File: src/rtl/long_multiplier_pkg.sv
// Shared constants and elaboration helpers for the pipelined long multiplier.
package long_multiplier_pkg;

  localparam int MIN_DATA_WIDTH = 4;
  localparam int MAX_DATA_WIDTH = 64;

  // The array has DATA_WIDTH adder rows (extended width minus one); spread them evenly.
  function automatic int rows_per_stage(input int data_width, input int stages);
    return (data_width + stages - 1) / stages;
  endfunction

  function automatic bit params_legal(input int data_width, input int stages);
    return (data_width >= MIN_DATA_WIDTH) && (data_width <= MAX_DATA_WIDTH) &&
           (stages >= 1) && (stages <= data_width);
  endfunction

endpackage

File: src/rtl/long_multiplier_product_row.sv
// One adder row of the array: adds (or subtracts, for the sign row) the gated
// multiplicand to the running sum and retires the lowest product bit.
module long_multiplier_product_row #(
  parameter int WIDTH    = 9,
  parameter bit INVERT_A = 1'b0
) (
  input  logic [WIDTH-1:0] acc_i,
  input  logic [WIDTH-1:0] a_i,
  input  logic             b_bit_i,
  output logic [WIDTH-1:0] acc_o,
  output logic             prod_bit_o
);

  logic [WIDTH-1:0] addend;
  logic [WIDTH:0]   sum;

  // The sign row has negative weight: ~a plus a carry-in of one gives -a.
  assign addend = b_bit_i ? (INVERT_A ? ~a_i : a_i) : '0;
  assign sum    = {acc_i[WIDTH-1], acc_i} + {addend[WIDTH-1], addend} +
                  (WIDTH+1)'(INVERT_A && b_bit_i);

  assign prod_bit_o = sum[0];
  assign acc_o      = sum[WIDTH:1];

endmodule

File: src/rtl/long_multiplier_pipelined.sv
// Pipelined signed/unsigned array multiplier with valid/ready on both sides
// and a single global stall; latency is STAGES cycles.
module long_multiplier_pipelined
  import long_multiplier_pkg::*;
#(
  parameter int DATA_WIDTH = 8,
  parameter int STAGES     = 2
) (
  input  logic                    clk_i,
  input  logic                    rst_n_i,
  input  logic                    valid_i,
  output logic                    ready_o,
  input  logic [DATA_WIDTH-1:0]   operand_A_i,
  input  logic [DATA_WIDTH-1:0]   operand_B_i,
  input  logic                    signed_i,
  output logic                    valid_o,
  input  logic                    ready_i,
  output logic [2*DATA_WIDTH-1:0] result_o
);

  localparam int WP   = DATA_WIDTH + 1;
  localparam int ROWS = rows_per_stage(DATA_WIDTH, STAGES);

  if (!params_legal(DATA_WIDTH, STAGES)) begin : g_illegal
    $fatal(1, "long_multiplier_pipelined: DATA_WIDTH/STAGES out of range");
  end

  // acc is the signed running sum above the retired bits; low holds retired bits.
  typedef struct packed {
    logic          valid;
    logic [WP-1:0] a;
    logic [WP-1:0] b;
    logic [WP-1:0] acc;
    logic [WP-1:0] low;
  } stage_rec_t;

  logic          advance;
  logic [WP-1:0] a_ext;
  logic [WP-1:0] b_ext;
  logic [WP-1:0] pp0;
  stage_rec_t    init_rec;
  stage_rec_t    out_q;
  logic          unused_out;

  assign advance = !valid_o || ready_i;
  assign ready_o = advance;

  assign a_ext = {signed_i & operand_A_i[DATA_WIDTH-1], operand_A_i};
  assign b_ext = {signed_i & operand_B_i[DATA_WIDTH-1], operand_B_i};
  assign pp0   = b_ext[0] ? a_ext : '0;

  // Row zero needs no adder: it is the first partial product, already shifted once.
  always_comb begin
    init_rec       = '0;
    init_rec.valid = valid_i;
    init_rec.a     = a_ext;
    init_rec.b     = b_ext;
    init_rec.acc   = {pp0[WP-1], pp0[WP-1:1]};
    init_rec.low   = {{(WP-1){1'b0}}, pp0[0]};
  end

  for (genvar gs = 0; gs < STAGES; gs++) begin : g_stage
    stage_rec_t stage_in;
    stage_rec_t stage_out;
    stage_rec_t stage_q;

    if (gs == 0) begin : g_src_in
      assign stage_in = init_rec;
    end else begin : g_src_prev
      assign stage_in = g_stage[gs-1].stage_q;
    end

    for (genvar gk = 0; gk < ROWS; gk++) begin : g_row
      localparam int ROW = gs * ROWS + 1 + gk;
      stage_rec_t rec_in;
      stage_rec_t rec_out;

      if (gk == 0) begin : g_first
        assign rec_in = stage_in;
      end else begin : g_chain
        assign rec_in = g_row[gk-1].rec_out;
      end

      if (ROW <= WP - 1) begin : g_adder
        logic [WP-1:0] acc_sum;
        logic          prod_bit;

        long_multiplier_product_row #(
          .WIDTH    (WP),
          .INVERT_A (ROW == WP - 1)
        ) u_row (
          .acc_i      (rec_in.acc),
          .a_i        (rec_in.a),
          .b_bit_i    (rec_in.b[ROW]),
          .acc_o      (acc_sum),
          .prod_bit_o (prod_bit)
        );

        always_comb begin
          rec_out     = rec_in;
          rec_out.acc = acc_sum;
          rec_out.low = rec_in.low | (WP'(prod_bit) << ROW);
        end
      end else begin : g_delay
        // Trailing slots of an over-partitioned array just carry the record along.
        assign rec_out = rec_in;
      end
    end

    assign stage_out = g_row[ROWS-1].rec_out;

    always_ff @(posedge clk_i or negedge rst_n_i) begin
      if (!rst_n_i) begin
        stage_q <= '0;
      end else if (advance) begin
        stage_q <= stage_out;
      end
    end
  end

  assign out_q    = g_stage[STAGES-1].stage_q;
  assign valid_o  = out_q.valid;
  assign result_o = {out_q.acc[WP-3:0], out_q.low};

  // Operand remnants and the top sum bits are dead once the last row has run.
  assign unused_out = ^{out_q.a, out_q.b, out_q.acc[WP-1:WP-2]};

endmodule

File: config.mk
export PLATFORM = sky130hd
export DESIGN_NAME = long_multiplier_pipelined
export DESIGN_NICKNAME = d
export VERILOG_FILES = /design/src/rtl/long_multiplier_pkg.sv /design/src/rtl/long_multiplier_product_row.sv /design/src/rtl/long_multiplier_pipelined.sv
export SDC_FILE = /design/constraint.sdc
export NUM_CORES = 1
export LEC_CHECK = 0
export ABC_AREA = 1
export CORE_MARGIN = 2
export CORE_UTILIZATION = 32
export CTS_CLUSTER_SIZE = 8
export DETAILED_ROUTE_END_ITERATION = 16
export PLACE_DENSITY_LB_ADDON = 0.08
export SLEW_MARGIN = 10
export SYNTH_ARGS = -nofsm -noshare
export SYNTH_HDL_FRONTEND = slang
export SYNTH_HIERARCHICAL = 1
export SYNTH_SLANG_ARGS = --single-unit
export TNS_END_PERCENT = 100
File: constraint.sdc
create_clock -name clk_i -period 11.24 [get_ports clk_i]
set_clock_uncertainty 0.1 [all_clocks]
set_input_delay 1.686 -clock clk_i [delete_from_list [all_inputs] [get_ports clk_i]]
set_output_delay 1.686 -clock clk_i [all_outputs]
set_load 0.02 [all_outputs]
-- Word-level counts from Yosys, hierarchy flattened
Cells that the tools add are included.
- add/subtract/negate cells: 9
- multiply operators: 0
- divide/modulo/power cells: 0
- magnitude comparators: 0
- equality and inequality tests: 0
- shift-type cells: 0
- mux-type cells: 9
- bitwise operators: 11
- reductions and logical operators: 2
- operator list (cell ; count):
    9-bit two-way mux ; 8
    9-bit by 9-bit adder with 10-bit output ; 5
    8-bit by 9-bit adder with 10-bit output ; 1
    9-bit adder ; 1
    9-bit by 6-bit bitwise OR with 9-bit output ; 1
    9-bit by 7-bit bitwise OR with 9-bit output ; 1
    9-bit by 8-bit bitwise OR with 9-bit output ; 1
    9-bit bitwise OR ; 1
    8-bit by 1-bit adder with 8-bit output ; 1
    8-bit adder ; 1
    8-bit two-way mux ; 1
    8-bit NOT ; 1
    4-bit by 5-bit bitwise OR with 5-bit output ; 1
    3-bit by 4-bit bitwise OR with 4-bit output ; 1
    2-bit by 3-bit bitwise OR with 3-bit output ; 1
    1-bit AND ; 2
    1-bit by 2-bit bitwise OR with 2-bit output ; 1
    1-bit logical NOT ; 1
    1-bit logical OR ; 1
- register bits after elaboration: 54
- latch bits: 0
- bits in writable memories: 0
- memory bits (read-only): 0
- output and inout bits: 18
- word-level logic and storage cells: 39
- memories: 0

-- Depth between registers and ports, before layout
Gate-level depths: netlist (run 1).
- depth after elaboration: 7
- mapped depth: 35

-- Modules after synthesis
The synthesis (run 1) kept the hierarchy.
- by module, submodules not included (module ; instances ; cells each ; area an instance (um2)):
    long_multiplier_product_row at g_stage[0].g_row[1].g_adder.u_row ... ; 5 ; 101 ; 526.8
    long_multiplier_pipelined ; 1 ; 217 ; 1904.3
    long_multiplier_product_row at g_stage[0].g_row[0].g_adder.u_row ... ; 2 ; 101 ; 524.3
    long_multiplier_product_row at g_stage[1].g_row[3].g_adder.u_row ; 1 ; 98 ; 523.0

-- Worst setup path after synthesis (run 1)
OpenSTA, ideal clock, no wires.
- path kind: input-to-reg
- from: input operand_B_i[1]
- to: register g_stage[0].stage_q[17] (netlist name)
- data arrival time: 5.588 ns
- required time: 11.024 ns
- path slack: 5.435 ns
- cell stages on the path: 33
- path buffers: 1
- path through: clkbuf_1 nand2_1 inv_1 ha_1 inv_1 fa_1 o21ai_2 nand2_1 nand3_1 nand2_1 ha_1 nand2_1 inv_1 a21oi_1 nand3_1 nand2_1 nand2_1 ha_1 nand2_1 inv_1 a21oi_1 nand3_1 nand2_1 nand2_1 ha_1 nand2_1 inv_1 a21oi_1 nand3_1 nand2_1 nand2_1 nand2_1 nand2_1
- cells in the longest elaborated chain, start to end: 5
- ends and longest elaborated chain (element ; line ; text):
    start, declared ; long_multiplier_pipelined.sv:14 ; input logic [DATA_WIDTH-1:0] operand_B_i,
    9-bit two-way mux ; long_multiplier_product_row.sv:18 ; assign addend = b_bit_i ? (INVERT_A ? ~a_i : a_i) : '0;
    8-bit by 9-bit adder with 10-bit output ; long_multiplier_product_row.sv:19 ; assign sum = {acc_i[WIDTH-1], acc_i} + {addend[WIDTH-1], addend} +
    net g_stage[0].g_row[0].g_adder.acc_sum[7] ; long_multiplier_pipelined.sv:85 ; logic [WP-1:0] acc_sum;
    9-bit by 9-bit adder with 10-bit output ; long_multiplier_product_row.sv:19 ;
    net g_stage[0].g_row[1].g_adder.acc_sum[8] ; long_multiplier_pipelined.sv:85 ;
    9-bit by 9-bit adder with 10-bit output ; long_multiplier_product_row.sv:19 ;
    net g_stage[0].g_row[2].g_adder.acc_sum[8] ; long_multiplier_pipelined.sv:85 ;
    9-bit by 9-bit adder with 10-bit output ; long_multiplier_product_row.sv:19 ;
    net g_stage[0].g_row[3].g_adder.acc_sum[8] ; long_multiplier_pipelined.sv:85 ;
    end signal, assigned ; long_multiplier_pipelined.sv:116 ; stage_q <= stage_out;
    end, declared ; long_multiplier_pipelined.sv:65 ; stage_rec_t stage_q;
The timed path passes the listed nets, and every way through them passes these cells.
A chain may end at the register's enable or synchronous reset.

-- Worst setup path after layout (run 1)
- from: input operand_A_i[7]
- to: register g_stage[0].stage_q[17] (netlist name)
- cells in the longest elaborated chain, start to end: 6
- elaborated cells on any way between the ends: 10
- ends and longest elaborated chain (element ; line ; text):
    start, declared ; long_multiplier_pipelined.sv:13 ; input logic [DATA_WIDTH-1:0] operand_A_i,
    1-bit AND * ; long_multiplier_pipelined.sv:48 ; assign a_ext = {signed_i & operand_A_i[DATA_WIDTH-1], operand_A_i};
    net a_ext[8] ; long_multiplier_pipelined.sv:38 ; logic [WP-1:0] a_ext;
    9-bit two-way mux (on tied branches) ; long_multiplier_pipelined.sv:50, long_multiplier_product_row.sv:18 ;
    8-bit by 9-bit adder with 10-bit output * ; long_multiplier_product_row.sv:19 ;
    net g_stage[0].g_row[0].g_adder.acc_sum[8] ; long_multiplier_pipelined.sv:85 ;
    9-bit by 9-bit adder with 10-bit output * ; long_multiplier_product_row.sv:19 ;
    net g_stage[0].g_row[1].g_adder.acc_sum[8] ; long_multiplier_pipelined.sv:85 ;
    9-bit by 9-bit adder with 10-bit output * ; long_multiplier_product_row.sv:19 ;
    net g_stage[0].g_row[2].g_adder.acc_sum[8] ; long_multiplier_pipelined.sv:85 ;
    9-bit by 9-bit adder with 10-bit output * ; long_multiplier_product_row.sv:19 ;
    net g_stage[0].g_row[3].g_adder.acc_sum[8] ; long_multiplier_pipelined.sv:85 ;
Mark *: on every way through the listed nets, which the timed path passes. The rest lies on a longest branch.

==> flow_summary.toml, run 1 <==
[setup_path]
crit_buf_inv = 7
cp_dominant_cell_by_count = "nand2_1"
critical_path.top_delay_family = "simple AND/OR/NAND/NOR gates"
critical_path_peak_fanout = 7
crit_type = "in2reg"
setup.worst_path.end_class = "register"
arrival_ns = 6.59
critical_path.max_stage_delay_ns = 0.73
worst_setup_path_start_kind = "input port"
cpMaxStageDelayCell = "clkdlybuf4s50_1"
required_ns = 11.31

[clocking]
cts-buffers-inserted = 5
cts_tree = "yes"
clkLatencyLatePin_ns = 0.29
post_cts_resized = 0
ctsHoldBuffers = 0
post_cts_buffers = 0
cts_sinks = 45
ctsHtreeMaxLevel = 2
clk_root_buffer_cell = "clkbuf_16"
cts.clk_slew.worst_paths_ns = 0.06
cts_max_path_buffers = 2

[timing]
timing.final.hold_violations = 0
timing.final.setup_violations = 0
finalWorstSetupSlack_ns = 4.72
period_needed_ns = 6.52
tns_ns = 0
rsz0062_at_grt = "no"
report.final.slew_viol_count = 0
max-slew-margin-rel = 0.613
final_min_period_over_clock_period = 0.580
worst-slew-pin-transition_ns = 0.580
max_freq_mhz = 153

[power]
net-switching-power_mw = 0.792
power_frac_clock = 0.094
worst_ir_drop_vdd_uv = 123
internal-power_mw = 0.745
p_seq_frac = 0.170
swShare = 0.516
p_leak_nw = 4.24
powerDensity_nw_per_um2 = 233
power.share.combinational = 0.736

[cells_and_area]
antenna_cells = 0
synthToLayoutAreaGrowth_pct = 11.6
drive_gt1_frac = 0.0380
final_net_count = 1100

[die]
die_area_um2 = 19500
initial_core_util = 0.327
floorplan.rows = 49
die_w_um = 140
io_pins = 39
core_area_um2 = 18000
die_h_um = 140

[placed_design]
port_buffers = 38
post-dp-hpwl_um = 12200
gp_congestion = 0.849
place_worst_setup_slack_ns = 4.39

[synth]
synthCells = 974
synth_area_um2 = 5900
synth_area_per_cell_um2 = 6.06
synthesis.nets = 1074
yosysWarningCount = 6

[global_route]
grt_pass1_wl_um = 26000
groute.usage.overall = 0.160
grt_antenna_before_repair = 0
via_count_of_the_first_global_routing_pass = 5328
pin_count_of_the_biggest_net_entering_global_routing = 47
grt_overflow = 0

[detailed_routing]
drtPass1Iterations = 5
first_iter_violations = 244
drt-vias-per-instance = 4.47
wirelength_um = 15200
wire_per_inst_um = 12.3
post-route-drc-count = 0
ant_nets = 0
vias = 5493

[run]
cap_violations = 0

[hold_path]
hold_class = "reg2reg"

[status]
run_status = "finished clean"
sequential cells by signal (all words and copies together) (netlist names):
signal,count
g_stage.stage_q,28
valid_o,1
result_o,16
worst paths after layout:
kind	to	start	depth (start not counted)	slack [ns]
max in group asynchronous	g_stage[0].stage_q[13]	rst_n_i	2	9.25
max	g_stage[0].stage_q[17]	operand_A_i[7]	35	4.72
min in group asynchronous	result_o[15]	rst_n_i	2	1.37
min	valid_o	g_stage[0].stage_q[36]	2	0.38
min reg2reg	valid_o	g_stage[0].stage_q[36]	2	0.38
max reg2reg	result_o[14]	g_stage[0].stage_q[23]	21	6.29
cell usage in the layout, fill, tap and decap left out, types with 5 or more instances in the layout:
| cell | n |
|---|---|
| nand4_1 | 6 |
| xnor2_1 | 8 |
| o21ai_2 | 8 |
| clkbuf_16 | 5 |
| nand3_2 | 7 |
| ha_1 | 70 |
| dfrtp_1 | 45 |
| o21a_1 | 7 |
| clkdlybuf4s50_1 | 37 |
| nand2_1 | 410 |
| nand3_1 | 89 |
| inv_1 | 184 |
| xor2_1 | 23 |
| a21oi_1 | 28 |
| nor2_1 | 46 |
| fa_1 | 9 |
| nor2_2 | 5 |
stage by stage:
stage	utilization	hold slack, ns	instances	power [mW]	instance area [um2]
finish	0.365	0.380	1230	1.54	6590
global route	0.365	0.419	1230	1.75	6590
global placement	0.357	0.357	1222	1.42	6440
CTS	0.365	0.380	1230	1.57	6590
detailed placement	0.357	0.365	1222	1.41	6440
floorplan	-	0.334	974	1.14	5900
worst register-to-register path, cell delays in order (launching register included):
cell and delay [ns]:
dfrtp_1 0.53, nand2_1 0.08, inv_1 0.06, ha_1 0.20, inv_1 0.07, fa_1 0.42
xnor2_1 0.27, inv_1 0.10, fa_1 0.50, xnor2_1 0.27, inv_1 0.10, fa_1 0.48
inv_1 0.06, inv_1 0.05, fa_1 0.46, fa_1 0.47, o21ai_2 0.20, nand2_1 0.10
nand3_1 0.08, nand2_1 0.07, nand2_1 0.09, nand2_1 0.07
layer usage:
| metal | track usage | up-vias | wire length, um |
|---|---|---|---|
| li1 | - | 3009 | - |
| met1 | 0.223 | 2431 | 7610 |
| met2 | 0.278 | 49 | 7260 |
| met3 | 0.00757 | 4 | 232 |
| met4 | 0.0279 | 0 | 73 |
| met5 | 0 | - | 0 |
power groups by stage:
stage | combinational, mW | sequential (mW) | clock (mW)
after floorplan | 0.856 | 0.280 | 0
after CTS | 1.16 | 0.262 | 0.150
after detailed placement | 1.14 | 0.264 | 0
after global placement | 1.15 | 0.264 | 0
final | 1.13 | 0.261 | 0.145
after global routing | 1.32 | 0.269 | 0.157
layout make-up:
class                           instances  area [um2]
Clock buffer                            5         125
Inverter                              188         708
Sequential cell                        45        1130
Clock inverter                          3        22.5
Fill cell                            2030       11400
Multi-Input combinational cell        720        3930
Tap cell                              229         287
Timing Repair Buffer                   40         390
No activity file was read; power rests on OpenSTA's default activity.
==> inputs of run 2 (changes only) <==
Clock period 11.24 ns to 6.2 ns, I/O delays scaled along.
==> flow_summary.toml, run 2 (synthesized netlist as in run 1, its figures left out) <==
[timing]
report.final.slew_viol_count = 0
max_freq_mhz = 180
timing.final.hold_violations = 0
final_min_period_over_clock_period = 0.896
period_needed_ns = 5.56
rsz0062_at_grt = "no"
tns_ns = 0
worst-slew-pin-transition_ns = 0.581
max-slew-margin-rel = 0.613
timing.final.setup_violations = 0

[cells_and_area]
final_net_count = 1109
final-seq-area_um2 = 1130
synthToLayoutAreaGrowth_pct = 12.9
finish.cell_count_without_fillers = 1239
final.fill_count = 2047
largest_register = "g_stage.stage_q"
multiInputGateArea_um2 = 3930
mostFrequentLayoutCell = "nand2_1"
drive_gt1_frac = 0.0465
antenna_cells = 0
layout_common_cells = "410 x nand2_1, 184 x inv_1, 89 x nand3_1, 70 x ha_1, 46 x nor2_1"
largest_register_ffs = 28

[detailed_routing]
drt-vias-per-instance = 4.47
post-route-drc-count = 0
drtPass1Iterations = 4
wirelength_um = 15200
ant_nets = 0
vias = 5540
first_iter_violations = 198
wire_per_inst_um = 12.2

[die]
die_w_um = 140
core_area_um2 = 18000
floorplan.rows = 49
io_pins = 39
die_area_um2 = 19500
die_h_um = 140
initial_core_util = 0.327

[setup_path]
arrival_ns = 5.63
cp_dominant_cell_by_count = "nand2_1"
critical_path.top_delay_family = "adder cells"
worst_setup_path_start_kind = "input port"
crit_buf_inv = 6
critical_path_peak_fanout = 5
setup.worst_path.end_class = "register"
critical_path.max_stage_delay_ns = 0.48
required_ns = 6.28
reg2reg_setup_slack_ns = 1.24
cpMaxStageDelayCell = "clkdlybuf4s50_1"
crit_type = "in2reg"

[clocking]
clkLatencyLatePin_ns = 0.29
clk_root_buffer_cell = "clkbuf_16"
cts.clk_slew.worst_paths_ns = 0.07
cts-buffers-inserted = 5
cts_tree = "yes"
cts_sinks = 45
cts_max_path_buffers = 2
ctsHtreeMaxLevel = 2
ctsHoldBuffers = 0

[hold_path]
hold_class = "reg2reg"

[global_route]
via_count_of_the_first_global_routing_pass = 5256
grt_overflow = 0
pin_count_of_the_biggest_net_entering_global_routing = 47
grt_pass1_wl_um = 25800
grt_antenna_before_repair = 0
groute.usage.overall = 0.159

[power]
power.share.combinational = 0.736
p_leak_nw = 4.30
worst_ir_drop_vdd_uv = 245
power_frac_clock = 0.095
net-switching-power_mw = 1.45
p_seq_frac = 0.169
powerDensity_nw_per_um2 = 420
swShare = 0.517
internal-power_mw = 1.35

[status]
run_status = "finished clean"

[placed_design]
dp_cells = 1231
port_buffers = 38
post-dp-hpwl_um = 12300
gp_congestion = 0.804

[run]
cap_violations = 0
==> run 2: changes by cell type in the layout (fill, tap and decap cells not counted), sizes merged <==
cell,change
dlymetal6s2s,+2
inv,+1
buf,+9
clkinvlp,+1
clkinv,-2
clkdlybuf4s50,-2
==> run 2: tightest hold or removal path: cells and delay by family, from the launching register on <==
family / cells / cell delay, ns
buffers and inverters: 1 / 0.04
AND/OR/NAND/NOR: 1 / 0.05
flip-flops: 1 / 0.35
==> run 2: final timing paths <==
path                       depth (start not counted)                endpoint                    from
setup reg to reg                                  21            result_o[14]  g_stage[0].stage_q[23]
min in group asynchronous                          2            result_o[13]                 rst_n_i
setup / recovery                                  33  g_stage[0].stage_q[17]          operand_A_i[0]
hold reg to reg                                    2                 valid_o  g_stage[0].stage_q[36]
hold / removal                                     2                 valid_o  g_stage[0].stage_q[36]
max in group asynchronous                          2   g_stage[0].stage_q[4]                 rst_n_i
==> run 2: per-stage QoR <==
stage               setup slack (ns)   util  area, um2  hold WS (ns)  total power, mW
floorplan                       1.15      -       5900         0.334             2.06
global placement               0.227  0.361       6510         0.356             2.57
detailed placement             0.145  0.361       6510         0.360             2.56
CTS                            0.437  0.369       6650         0.375             2.85
global route                  0.0794  0.369       6660         0.400             3.19
finish                         0.644  0.369       6660         0.371             2.80
==> run 2: cell type report <==
cell class,count,share of cell area
clock inverters,3,0.00319
multi-input cells,720,0.590
flip-flops and latches,45,0.169
repair buffers,49,0.0695
inverters,188,0.106
clock buffers,5,0.0188
well taps,229,0.0430
==> run 2: what timing repair did <==
item | 4_1_cts | 5_1_grt
resized for setup | 0 | 2
setup endpoints to repair | 0 | 1
buffers inserted | 0 | 0
==> run 2: metal layers <==
metal | share of wire | global-route usage | up-vias
li1 | - | - | 3033
met1 | 0.51 | 0.224 | 2441
met2 | 0.47 | 0.271 | 59
met3 | 0.014 | 0.00723 | 7
met4 | 0.0098 | 0.0337 | 0
met5 | 0 | 0 | -
==> run 2: power groups by stage <==
stage	clock network (mW)	logic, mW	registers, mW
finish	0.265	2.06	0.474
global route	0.288	2.42	0.488
CTS	0.276	2.10	0.476
detailed placement	0	2.08	0.480
global placement	0	2.09	0.480
floorplan	0	1.55	0.507
==> edit 1, RTL diff (flow settings as in run 2) <==
Change the parameter `DATA_WIDTH` from 8 to 10.
--- a/src/rtl/long_multiplier_pipelined.sv
+++ b/src/rtl/long_multiplier_pipelined.sv
@@ -5,3 +5,3 @@
 #(
-  parameter int DATA_WIDTH = 8,
+  parameter int DATA_WIDTH = 10,
   parameter int STAGES     = 2
Interface: changed (resized operand_A_i, operand_B_i and result_o); port bits go from 39 to 47. The function was not compared with the original's and may differ.
==> edit 1 against run 2 <==
Synthesized area is 56% higher. Combinational power grew to 2.7 times the old value. Sequential share of layout area is 5.1 points lower. Routed wire length is 80% higher. Non-clock buffer count is 112 higher. Count of clock-buffer cells in the layout is 1 higher. Cell area is 74% higher. Power is 130% higher. Synthesized cell count is 66% higher. Highest routed layer unchanged. Via count is 72% higher. Global-route usage is 2.0 points higher. Setup slack worse by 0.28 ns. Sequential cell count is 10 higher.
==> edit 1: results (changes against run 2) <==
[run_status]
status=finished, final reports clean

[global_route]
grt_max_degree=56  ; +19%
grt_pass1_wl_um=44700  ; +73%
grt.met2_usage=0.318  ; +0.0471
grt_pass1_vias=8973  ; +71%
gr-usage-met1=0.245  ; +0.0205
grt_usage=0.179  ; +0.0202
use_met3=0.00570  ; -0.00152

[placement]
dp_slack_ns=-0.588  ; -0.732 ns
buffer_ports.inserted=46  ; +21%
post-dp-hpwl_um=22200  ; +81%
gp_congestion=0.830  ; +3.3%

[drt]
met2_length_um=12900  ; +83%
totalWireLength_um=27300  ; +80%
num_vias=9518  ; +72%
initialDrtViolationCount=480  ; +140%
dr.pass1.iters=5  ; +1
wl_met3_um=422  ; +100%

[setup_path]
slowest_delay_ns=0.51  ; +0.03 ns
slowest_stage=fa_1
critPathMaxFanout=6  ; +1
critPathArrivalTime_ns=5.98  ; +0.35 ns

[final_layout]
fin_area_um2=11600  ; +74%
largest_register_ffs=34  ; +21%
layout.cells.non_filler=2140  ; +73%
layout-drive-gt1-share=0.163  ; +0.117
finalNetCount=1899  ; +71%
nFillCells=3197  ; +56%

[pwr]
seq_power_share=0.093  ; -0.076
leakage_nw=7.39  ; +72%
p_clk_frac=0.052  ; -0.043
power.total_mw=6.47  ; +130%
switching_power_mw=3.53  ; +140%

[clock_tree]
clk_path_buf_depth=2  ; unchanged

[synth]
syn_avg_cell_area_um2=5.69  ; -6.0%

[timing]
worst_pin_slew_ns=0.969  ; +0.388 ns

==> edit 1: path summary, 6_finish.rpt <==
kind	cells after the start	endpoint	slack, ns	start
max	35	g_stage[0].stage_q[17]	0.37	operand_B_i[1]
max reg2reg	37	result_o[19]	0.54	g_stage[0].stage_q[28]
max in group asynchronous	2	valid_o	4.82	rst_n_i
min reg2reg	2	result_o[0]	0.37	g_stage[0].stage_q[0]
min in group asynchronous	2	result_o[15]	0.64	rst_n_i
min	2	result_o[0]	0.37	g_stage[0].stage_q[0]
==> edit 1: cell type report <==
type | instances | share of cell area
Multi-Input combinational cell | 1216 | 0.607
Timing Repair Buffer | 161 | 0.116
Clock inverter | 2 | 0.00334
Tap cell | 384 | 0.0414
Inverter | 316 | 0.102
Sequential cell | 55 | 0.119
Clock buffer | 6 | 0.0111
==> edit 1: repair_timing <==
action,in CTS,in global routing
pin swaps,15,16
gates cloned,0,1
resized for setup,39,96
buffers inserted,2,9
endpoints found under the setup margin,6,12
==> edit 2, RTL diff (settings of run 2) <==
Made on the original files. Reset style: synchronous (`rst_n_i`), changed in one clocked block.
--- a/src/rtl/long_multiplier_pipelined.sv
+++ b/src/rtl/long_multiplier_pipelined.sv
@@ -111,3 +111,3 @@
 
-    always_ff @(posedge clk_i or negedge rst_n_i) begin
+    always_ff @(posedge clk_i) begin
       if (!rst_n_i) begin
Formal check against the unedited RTL: not equivalent (a bounded check fails within 4 cycles, from zero or initial values and one cycle with rst_n_i low; the reset may be asserted at any time).
==> edit 2 against run 2 <==
Global-route usage is 1.1 points higher. Sequential cell count is the same. Maximum frequency decreased by 1.4%. Setup slack got worse by 0.082 ns. Routed wire length up 6.5%. Count of clock-buffer cells in the layout grew 1. Cell area up 1.7%. Critical path type unchanged. Largest cell class unchanged. Largest power group unchanged. Synthesized area increased by 1.4%. Clock power rose by 9.1%. Power shrank 37%.
==> edit 2: results (changes against run 2) <==
[run_status]
status=finished, final reports clean

[global_route]
grt_usage=0.170  ; +0.0113
grt_pass1_vias=5705  ; +8.5%
grt_max_degree=46  ; -2.1%
grt_pass1_wl_um=27600  ; +6.6%

[pwr]
leakage_nw=4.21  ; -2.2%
ir_drop_uv=140  ; -43%

[drt]
num_vias=5807  ; +4.8%
totalWireLength_um=16200  ; +6.5%
wl_per_cell_um=12.1  ; -0.90%
initialDrtViolationCount=238  ; +20%

[clock_tree]
cts_made_buffers=5  ; unchanged
cts_setup_buffers=0  ; unchanged

[placement]
post-dp-hpwl_um=12800  ; +4.0%
gp_congestion=0.805  ; +0.15%
placed_cell_area_um2=6610  ; +1.6%
placed_cells=1323  ; +7.5%
dp_slack_ns=0.247  ; +0.102 ns

[synth]
synthCells=1066  ; +9.4%

[setup_path]
critPathArrivalTime_ns=5.73  ; +0.10 ns
slowest_delay_ns=0.65  ; +0.17 ns
critPathMaxFanout=9  ; +4

[timing]
relSlewSlack=0.445  ; -0.167

[final_layout]
finalNetCount=1196  ; +7.8%
layout-drive-gt1-share=0.0428  ; -0.00369

==> edit 2: cell count changes in the layout (fill, tap and decap cells not counted), moves of 2 or more <==
cell             change
nand2_1             -43
inv_1               +41
nor2_1              +88
dfxtp_1             +45
clkdlybuf4s50_1      +2
inv_2                +2
dfrtp_1             -45
==> edit 2: worst min-delay path: stages (launching register included) <==
cell	delay [ns]
dfxtp_1	0.30
inv_1	0.06
a21boi_0	0.07
==> edit 2: final cells by class <==
cell class                 count  area (um2)
fill                        2116       11800
multi-input combinational    765        4090
sequential                    45         901
inverter                     230         863
timing repair buffer          49         465
tap                          234         293
clock buffer                   6         139
clock inverter                 2        16.3
==> edit 2: path summary, 6_finish.rpt <==
check                           slack [ns]                      to              startpoint  cells past startpoint
worst max-delay path                  0.56  g_stage[0].stage_q[17]          operand_B_i[1]                     34
worst min-delay path                  0.38                 valid_o  g_stage[0].stage_q[36]                      2
worst max register to register        1.13            result_o[12]  g_stage[0].stage_q[23]                     20
worst min register to register        0.38                 valid_o  g_stage[0].stage_q[36]                      2
==> edit 2: layer usage <==
metal,vias up,part of all wire,GRT usage
met5,-,0,0
met3,10,0.016,0.0197
met1,2510,0.53,0.238
li1,3243,-,-
met2,44,0.44,0.287
met4,0,0.0092,0.0284
==> edit 2: power breakdown <==
part           internal, mW  total, mW  leakage, nW  switching, mW
registers             0.353      0.398        0.373         0.0456
logic                 0.426       1.09         3.76          0.663
clock network         0.162      0.289       0.0735          0.127
total                 0.941       1.78         4.21          0.836
